[src/rtl/vga_port_arbiter_pkg.sv]
// Shared constants for the VGA framebuffer port arbiter: word width, ctrl/stat bit positions, FSM encodings.
`ifndef WORD_WIDTH
`define WORD_WIDTH 32
`endif

package vga_port_arbiter_pkg;
    localparam int WORD_WIDTH    = `WORD_WIDTH;

    localparam int VGA_WRITE_PIN = 0;
    localparam int VGA_READ_PIN  = 1;
    localparam int VGA_ACK       = 0;

    typedef logic [1:0] state_t;

    localparam logic [1:0] ST_IDLE    = 2'd0;
    localparam logic [1:0] ST_STROBE  = 2'd1;
    localparam logic [1:0] ST_RELEASE = 2'd2;
    localparam logic [1:0] ST_DONE    = 2'd3;
endpackage

[src/rtl/vga_port_arbiter_rr_arbiter2.sv]
// Two-way round-robin grant: on a tie, the requester that did not win last time gets the port.
// Latency: combinational; the last_grant register lives in the parent.
// Backpressure: none, grant is only meaningful when the parent is ready to accept it.
module rr_arbiter2 (
    input  logic req0,
    input  logic req1,
    input  logic last_grant,
    output logic gnt_vld,
    output logic gnt_id
);
    assign gnt_vld = req0 | req1;
    assign gnt_id  = (req0 & req1) ? ~last_grant : req1;
endmodule

[src/rtl/vga_port_arbiter.sv]
// Shares the single VGA framebuffer port between the CPU path (0) and scanout (1) using the 4-phase ctrl/ack handshake.
// Latency: grant edge -> strobe next cycle; minimum 4 cycles request-to-done with an immediate device.
// Backpressure: requesters hold req until done/err; no grant while ack is still high from a previous cycle.
module vga_port_arbiter
    import vga_port_arbiter_pkg::*;
#(
    parameter int word_width     = WORD_WIDTH,
    parameter int timeout_cycles = 1024,
    parameter int cnt_width      = 11
) (
    input  logic                  clk,
    input  logic                  rst,
    input  logic                  req0,
    input  logic                  req1,
    input  logic                  we0,
    input  logic                  we1,
    input  logic [word_width-1:0] addr0,
    input  logic [word_width-1:0] addr1,
    input  logic [word_width-1:0] wdata0,
    input  logic [word_width-1:0] wdata1,
    output logic                  done0,
    output logic                  done1,
    output logic                  err0,
    output logic                  err1,
    output logic [word_width-1:0] rdata,
    output logic [word_width-1:0] vga_ctrl,
    input  logic [word_width-1:0] vga_stat,
    output logic [word_width-1:0] vga_addr,
    output logic [word_width-1:0] vga_wdata,
    input  logic [word_width-1:0] vga_rdata
);
    localparam logic [cnt_width-1:0] CNT_LAST = cnt_width'(timeout_cycles - 1);

    state_t               state_q;
    logic                 last_grant_q;
    logic                 owner_q;
    logic                 we_q;
    logic [cnt_width-1:0] cnt_q;
    logic                 ctrl_wr_q;
    logic                 ctrl_rd_q;
    logic [1:0]           err_q;

    logic ack;
    logic gnt_vld;
    logic gnt_id;
    logic timed_out;
    logic sel_we;
    logic unused_stat;

    assign ack         = vga_stat[VGA_ACK];
    assign unused_stat = ^vga_stat[word_width-1:1];
    assign timed_out   = (cnt_q == CNT_LAST);
    assign sel_we      = gnt_id ? we1 : we0;

    rr_arbiter2 u_rr_arbiter2 (
        .req0       (req0),
        .req1       (req1),
        .last_grant (last_grant_q),
        .gnt_vld    (gnt_vld),
        .gnt_id     (gnt_id)
    );

    always_ff @(posedge clk) begin
        if (rst) begin
            state_q      <= ST_IDLE;
            last_grant_q <= 1'b1;
            owner_q      <= 1'b0;
            we_q         <= 1'b0;
            cnt_q        <= '0;
            ctrl_wr_q    <= 1'b0;
            ctrl_rd_q    <= 1'b0;
            err_q        <= '0;
            rdata        <= '0;
            vga_addr     <= '0;
            vga_wdata    <= '0;
        end else begin
            err_q <= '0;
            case (state_q)
                ST_IDLE: begin
                    // A stray ack left high by the device keeps the port closed.
                    if (!ack && gnt_vld) begin
                        owner_q      <= gnt_id;
                        last_grant_q <= gnt_id;
                        we_q         <= sel_we;
                        vga_addr     <= gnt_id ? addr1 : addr0;
                        vga_wdata    <= gnt_id ? wdata1 : wdata0;
                        ctrl_wr_q    <= sel_we;
                        ctrl_rd_q    <= ~sel_we;
                        cnt_q        <= '0;
                        state_q      <= ST_STROBE;
                    end
                end
                ST_STROBE: begin
                    if (ack) begin
                        ctrl_wr_q <= 1'b0;
                        ctrl_rd_q <= 1'b0;
                        if (!we_q) begin
                            rdata <= vga_rdata;
                        end
                        cnt_q   <= '0;
                        state_q <= ST_RELEASE;
                    end else if (timed_out) begin
                        ctrl_wr_q       <= 1'b0;
                        ctrl_rd_q       <= 1'b0;
                        err_q[owner_q]  <= 1'b1;
                        state_q         <= ST_IDLE;
                    end else begin
                        cnt_q <= cnt_q + 1'b1;
                    end
                end
                ST_RELEASE: begin
                    if (!ack) begin
                        state_q <= ST_DONE;
                    end else if (timed_out) begin
                        err_q[owner_q] <= 1'b1;
                        state_q        <= ST_IDLE;
                    end else begin
                        cnt_q <= cnt_q + 1'b1;
                    end
                end
                // DONE ignores req so the owner can drop it before IDLE samples again.
                ST_DONE: state_q <= ST_IDLE;
                default: state_q <= ST_IDLE;
            endcase
        end
    end

    always_comb begin
        vga_ctrl                = '0;
        vga_ctrl[VGA_WRITE_PIN] = ctrl_wr_q;
        vga_ctrl[VGA_READ_PIN]  = ctrl_rd_q;
    end

    assign done0 = (state_q == ST_DONE) && !owner_q;
    assign done1 = (state_q == ST_DONE) &&  owner_q;
    assign err0  = err_q[0];
    assign err1  = err_q[1];
endmodule

[config.mk]
export PLATFORM = sky130hd
export DESIGN_NAME = vga_port_arbiter
export DESIGN_NICKNAME = d
export VERILOG_FILES = /design/src/rtl/vga_port_arbiter_pkg.sv /design/src/rtl/vga_port_arbiter_rr_arbiter2.sv /design/src/rtl/vga_port_arbiter.sv
export SDC_FILE = /design/constraint.sdc
export NUM_CORES = 1
export LEC_CHECK = 0
export ABC_AREA = 1
export CAP_MARGIN = 10
export CORE_MARGIN = 4
export CORE_UTILIZATION = 38
export DETAILED_ROUTE_END_ITERATION = 8
export PLACE_DENSITY = 0.87
export SETUP_SLACK_MARGIN = 0.2
export SKIP_CTS_REPAIR_TIMING = 1
export SLEW_MARGIN = 0
export SYNTH_ARGS = -nofsm -noshare
export SYNTH_HDL_FRONTEND = slang
export SYNTH_SLANG_ARGS = --single-unit
[constraint.sdc]
create_clock -name clk -period 2.1 [get_ports clk]
set_input_delay 0.42 -clock clk [delete_from_list [all_inputs] [get_ports clk]]
set_output_delay 0.42 -clock clk [all_outputs]
set_load 0.05 [all_outputs]
* Yosys cells after proc, flatten, opt, wreduce, memory -nomap -nowiden
Index checks and enable logic that the tools add are counted.
** Cells by class
- $add $sub $neg :: 1
- $lt $le $gt $ge :: 2
- Equal/unequal tests :: 7
- Muxes and demuxes :: 26
- Bitwise logic cells :: 5
- Reduce and logical (&&, ||, !) cells :: 13
** Operators with widths (number)
- 32-bit two-way mux :: 2
- 11-bit two-way mux :: 4
- 11-bit one-hot mux with 3 select lines :: 1
- 2-bit two-way mux :: 7
- 11-bit by 1-bit adder with 11-bit output, second input constant :: 1
- 11-bit by 10-bit equality test with 1-bit output, second input constant :: 1
- 3-bit AND reduction :: 3
- 2-bit one-hot mux with 4 select lines :: 1
- 1-bit two-way mux :: 7
- 2-bit equality test, second input constant :: 2
- 1-bit logical AND :: 4
- 2-bit != test, second input constant :: 2
- 1-bit one-hot mux with 2 select lines :: 2
- 2-bit one-hot mux with 2 select lines :: 1
- 3-bit != test, second input constant :: 1
- 1-bit inverter :: 3
- 3-bit nonzero test :: 1
- 2-bit by 1-bit equality test with 1-bit output, second input constant :: 1
- 1-bit zero test :: 2
- 2-bit zero test :: 1
- 1-bit by 2-bit less-than comparator with 1-bit output, second input constant :: 1
- 2-bit AND reduction :: 1
- 2-bit nonzero test :: 1
- 1-bit AND :: 1
- 3 further kinds :: 3
** Storage, ports and cells
- Register bits after elaboration :: 116
- Input port bits :: 198
- Logic and storage cells :: 65

* Logic depth before layout (Yosys ltp)
- Word-level depth :: 7
- Gate-level depth with buffers :: 10
- Depth with buffers taken out :: 10

* Modules after synthesis
From an unflattened synthesis, not the netlist that was laid out.
** Second synthesis, totals
- Cells, all modules :: 707
- Area total of the unflattened synthesis :: 5171.2 um^2
** By module, submodules not included
- vga_port_arbiter :: times used 1, cells each 704, area an instance 5156.2 um^2
- rr_arbiter2 :: times used 1, cells each 3, area an instance 15.0 um^2

* Least setup slack after synthesis
OpenSTA, ideal clock, no wires.
- Path type :: reg-to-output
- Start :: reg state_q[0]
- End :: out done0
- Data arrival time :: 1.224 ns
- Data required time :: 1.680 ns
- Setup slack :: 0.456 ns
- Cell stages (with the launch flop) :: 4
- Buffers on the path :: 0
- Cell sequence :: dfxtp_1 > ha_1 > inv_1 > nor2_1
** Between the ends
- Longest elaborated chain between the ends :: 2
** Ends and longest elaborated chain
- from (decl) :: RTL line vga_port_arbiter.sv:34 : state_t state_q;
- from (signal assigned) :: RTL line vga_port_arbiter.sv:65 : state_q <= ST_IDLE;
- from (signal assigned) :: RTL line vga_port_arbiter.sv:90 : state_q <= ST_STROBE;
- from (signal assigned) :: RTL line vga_port_arbiter.sv:101 : state_q <= ST_RELEASE;
- 2-bit equality test :: RTL line vga_port_arbiter.sv:134 : assign done0 = (state_q == ST_DONE) && !owner_q;
- 1-bit logical AND :: RTL line vga_port_arbiter.sv:134
- to (decl) :: RTL line vga_port_arbiter.sv:21 : output logic done0,
Every way passes these cells.

* Worst setup path in the final report
Same ends and word-level chain as after synthesis.

==> impl_metrics.tcl <==
set metrics [dict create \
    status "finished clean" \
    leakagePower_nw 5.07 \
    p_sw_share_pct 33.5 \
    ys.flop_type "dfxtp_1" \
    max_freq_ghz 0.562 \
    fin_skew_ns 0.00558 \
    ys_warn_count 0 \
    synth_seq_cells 116 \
    yosysSeqAreaShare_pct 42.4 \
    avgRoutedWirePerCell_microns 15.6 \
    dr.pass1.iters 4 \
    period_minus_slack_ns 1.78 \
    drive_above_1_share_pct 12.6 \
    synth-edff-count 0 \
    slew_viol_final 0 \
    pwr-share-clk_pct 36.7 \
    synth_area_leaders "dfxtp_1, o21ai_0, a21oi_1" \
    tns_ns 0 \
    synth.most_common_cell "nand2_1" \
    vias 5744 \
    fin_crit_sh_pct 84.7 \
    synth.cell_area_sq_mm 0.00547 \
    hold-worst-slack_ns 0.449 \
    cts_max_level 4 \
    seqPwrFrac_pct 33.4 \
    synth_top_family_by_area "compound AO/OA/AOI/OAI gates" \
    synth.mux.area_fraction_pct 0 \
    drc_errors 0 \
    synth_xor_area_share_pct 0 \
    slew_headroom_pct 62.6 \
    tightestPinTransition_ns 0.560 \
    grt_use_total_pct 21.5 \
    rsz0062_at_grt "false" \
    hpwl_microns 12900 \
    port_buffers 268 \
    io_pins 330 \
    synthSimpleGateAreaFrac_pct 17.5 \
    synthDistinctLibCells 31 \
    synthAdderAreaFrac_pct 1.60 \
    avgSynthCellArea_sq_um 7.71 \
    required_ns 1.68 \
    async_flop_share_pct 0 \
    ff2ff_path_depth 8 \
    ant_nets 0 \
    path_max_fanout 5 \
    cts_buffers 17 \
    clockBufferDepth 2 \
    min_delay_path_depth 2 \
    cts_tree "built" \
    power_w 0.00751 \
    cts_sinks 116 \
    internal_power_w 0.00499 \
    p_switching_w 0.00252 \
    grt-ovfl-total 0 \
    synth_top_cell_by_area "dfxtp_1" \
    ys_top_cells_by_count "nand2_1, dfxtp_1, o21ai_0" \
    core_area_sq_mm 0.0140 \
    end_kind "output pin" \
    combPwrFrac_pct 29.9 \
    place.gp.congestion 0.801 \
    die_h_microns 128 \
    grt_max_degree 58 \
    synth_top_area_share_pct 42.4 \
    dp.cells 1129 \
    antenna_cells 0 \
    die_w_microns 128 \
    fill_cells 1129 \
    critPathLaunchType "flop" \
    hp-class "flop to flop" \
    grt_pass1_wl_microns 28000 \
    syn-instance-count 710 \
    finalSetupViolations 0 \
    maxCapViolations 0 \
    clk_latency_ns 0.41 \
    drtIter0Drc 330 \
    wl_microns 18100 \
    synth-compound-area-share_pct 26.7 \
    grt_pass1_vias 5834 \
    vias_per_cell 4.95 \
    irDropWorstVdd_mv 0.608 \
    rows 43 \
    clock-root-buffer "clkbuf_16" \
    antenna_found_initial 0 \
    hold_violations 0 \
    crit_arrival_ns 1.36 \
    start_util_pct 39.1 \
    final_net_count 1173 \
    power_density_mw_per_mm2 830 \
    r2r_setup_slack_ns 0.35 \
    syn_to_final_growth_pct 65.3 \
    dieArea_sq_mm 0.0164 \
    instances_no_fill 1161 \
    cts.reportedPaths.clkPinSlew_ns 0.05 \
    critical_path_class "flop to output pin" \
]
-- registers in the layout (all words and copies together) (netlist names) --
name / count
rdata: 32
vga_addr: 32
vga_wdata: 32
cnt_q: 11
err_q: 2
state_q: 2
ctrl_rd_q: 1
ctrl_wr_q: 1
last_grant_q: 1
owner_q: 1
we_q: 1
-- area by class of cell --
| cell class | count | area [sq um] | area share (%) |
|---|---|---|---|
| repair buffers | 289 | 3190 | 35.3 |
| multi-input cells | 514 | 2630 | 29.1 |
| flip-flops and latches | 116 | 2320 | 25.7 |
| clock buffers | 21 | 450 | 4.98 |
| well taps | 180 | 225 | 2.49 |
| inverters | 30 | 113 | 1.25 |
| clock inverters | 11 | 110 | 1.22 |
-- power groups by stage --
stage	Clock [W]	Combinational, W	Sequential (W)
after global placement	0	0.00224	0.00254
after detailed placement	0	0.00226	0.00255
after floorplan	0	0.000774	0.00319
final	0.00276	0.00224	0.00251
after global routing	0.00294	0.00239	0.00253
after CTS	0.00280	0.00227	0.00251
-- routing by layer --
metal  up-vias  track usage (%)  part of all wire, %
met5         -                0                    0
met4         0             8.61                  3.5
met3        48             8.96                  8.8
met2       243             37.7                   50
met1      2641             22.8                   38
li1       2812                -                    -
-- critical path, cell delays in order, from the launching register on --
cell	delay [ns]
dfxtp_1	0.41
ha_1	0.20
inv_1	0.04
nor2_1	0.09
buf_4	0.21
-- cell usage in the layout (no fill, tap or decap), drive strengths merged --
cell type      count
a21oi            141
a31oi              1
buf               24
bufinv             2
clkbuf            21
clkdlybuf4s50    166
clkinv             7
clkinvlp           2
conb              30
dfxtp            116
dlymetal6s2s      99
ha                 7
inv               30
nand2            122
nand3             16
nand3b             1
nand4              3
nor2              82
nor3               4
nor4               1
o211ai             1
o21ai            102
o21bai             2
o22ai              1
-- cell families (layout without fill, tap and decap cells) --
family / Yosys count / in the layout
other cells: 1 / 30
compound gates: 248 / 248
buf+inv: 109 / 351
flops: 116 / 116
fa+ha+maj: 7 / 7
simple gates: 229 / 229
-- through the flow --
stage | worst slack, ns | utilization [%] | instance area (sq um)
after floorplan | 0.456 | - | 5580
after global placement | 0.0814 | 58.9 | 8230
after detailed placement | 0.0548 | 58.9 | 8230
after CTS | 0.0191 | 62.9 | 8790
after global routing | 0.201 | 64.7 | 9040
final | 0.320 | 64.7 | 9040
-- path summary, 6_finish.rpt --
kind	from	to
min reg2reg	cnt_q[10]$_SDFFE_PP0P_	cnt_q[10]$_SDFFE_PP0P_
min	cnt_q[10]$_SDFFE_PP0P_	cnt_q[10]$_SDFFE_PP0P_
max reg2reg	state_q[0]$_SDFFE_PP0P_	vga_wdata[12]$_SDFFE_PP0P_
max	state_q[0]$_SDFFE_PP0P_	done0
Power figures use the tool's default switching activity.
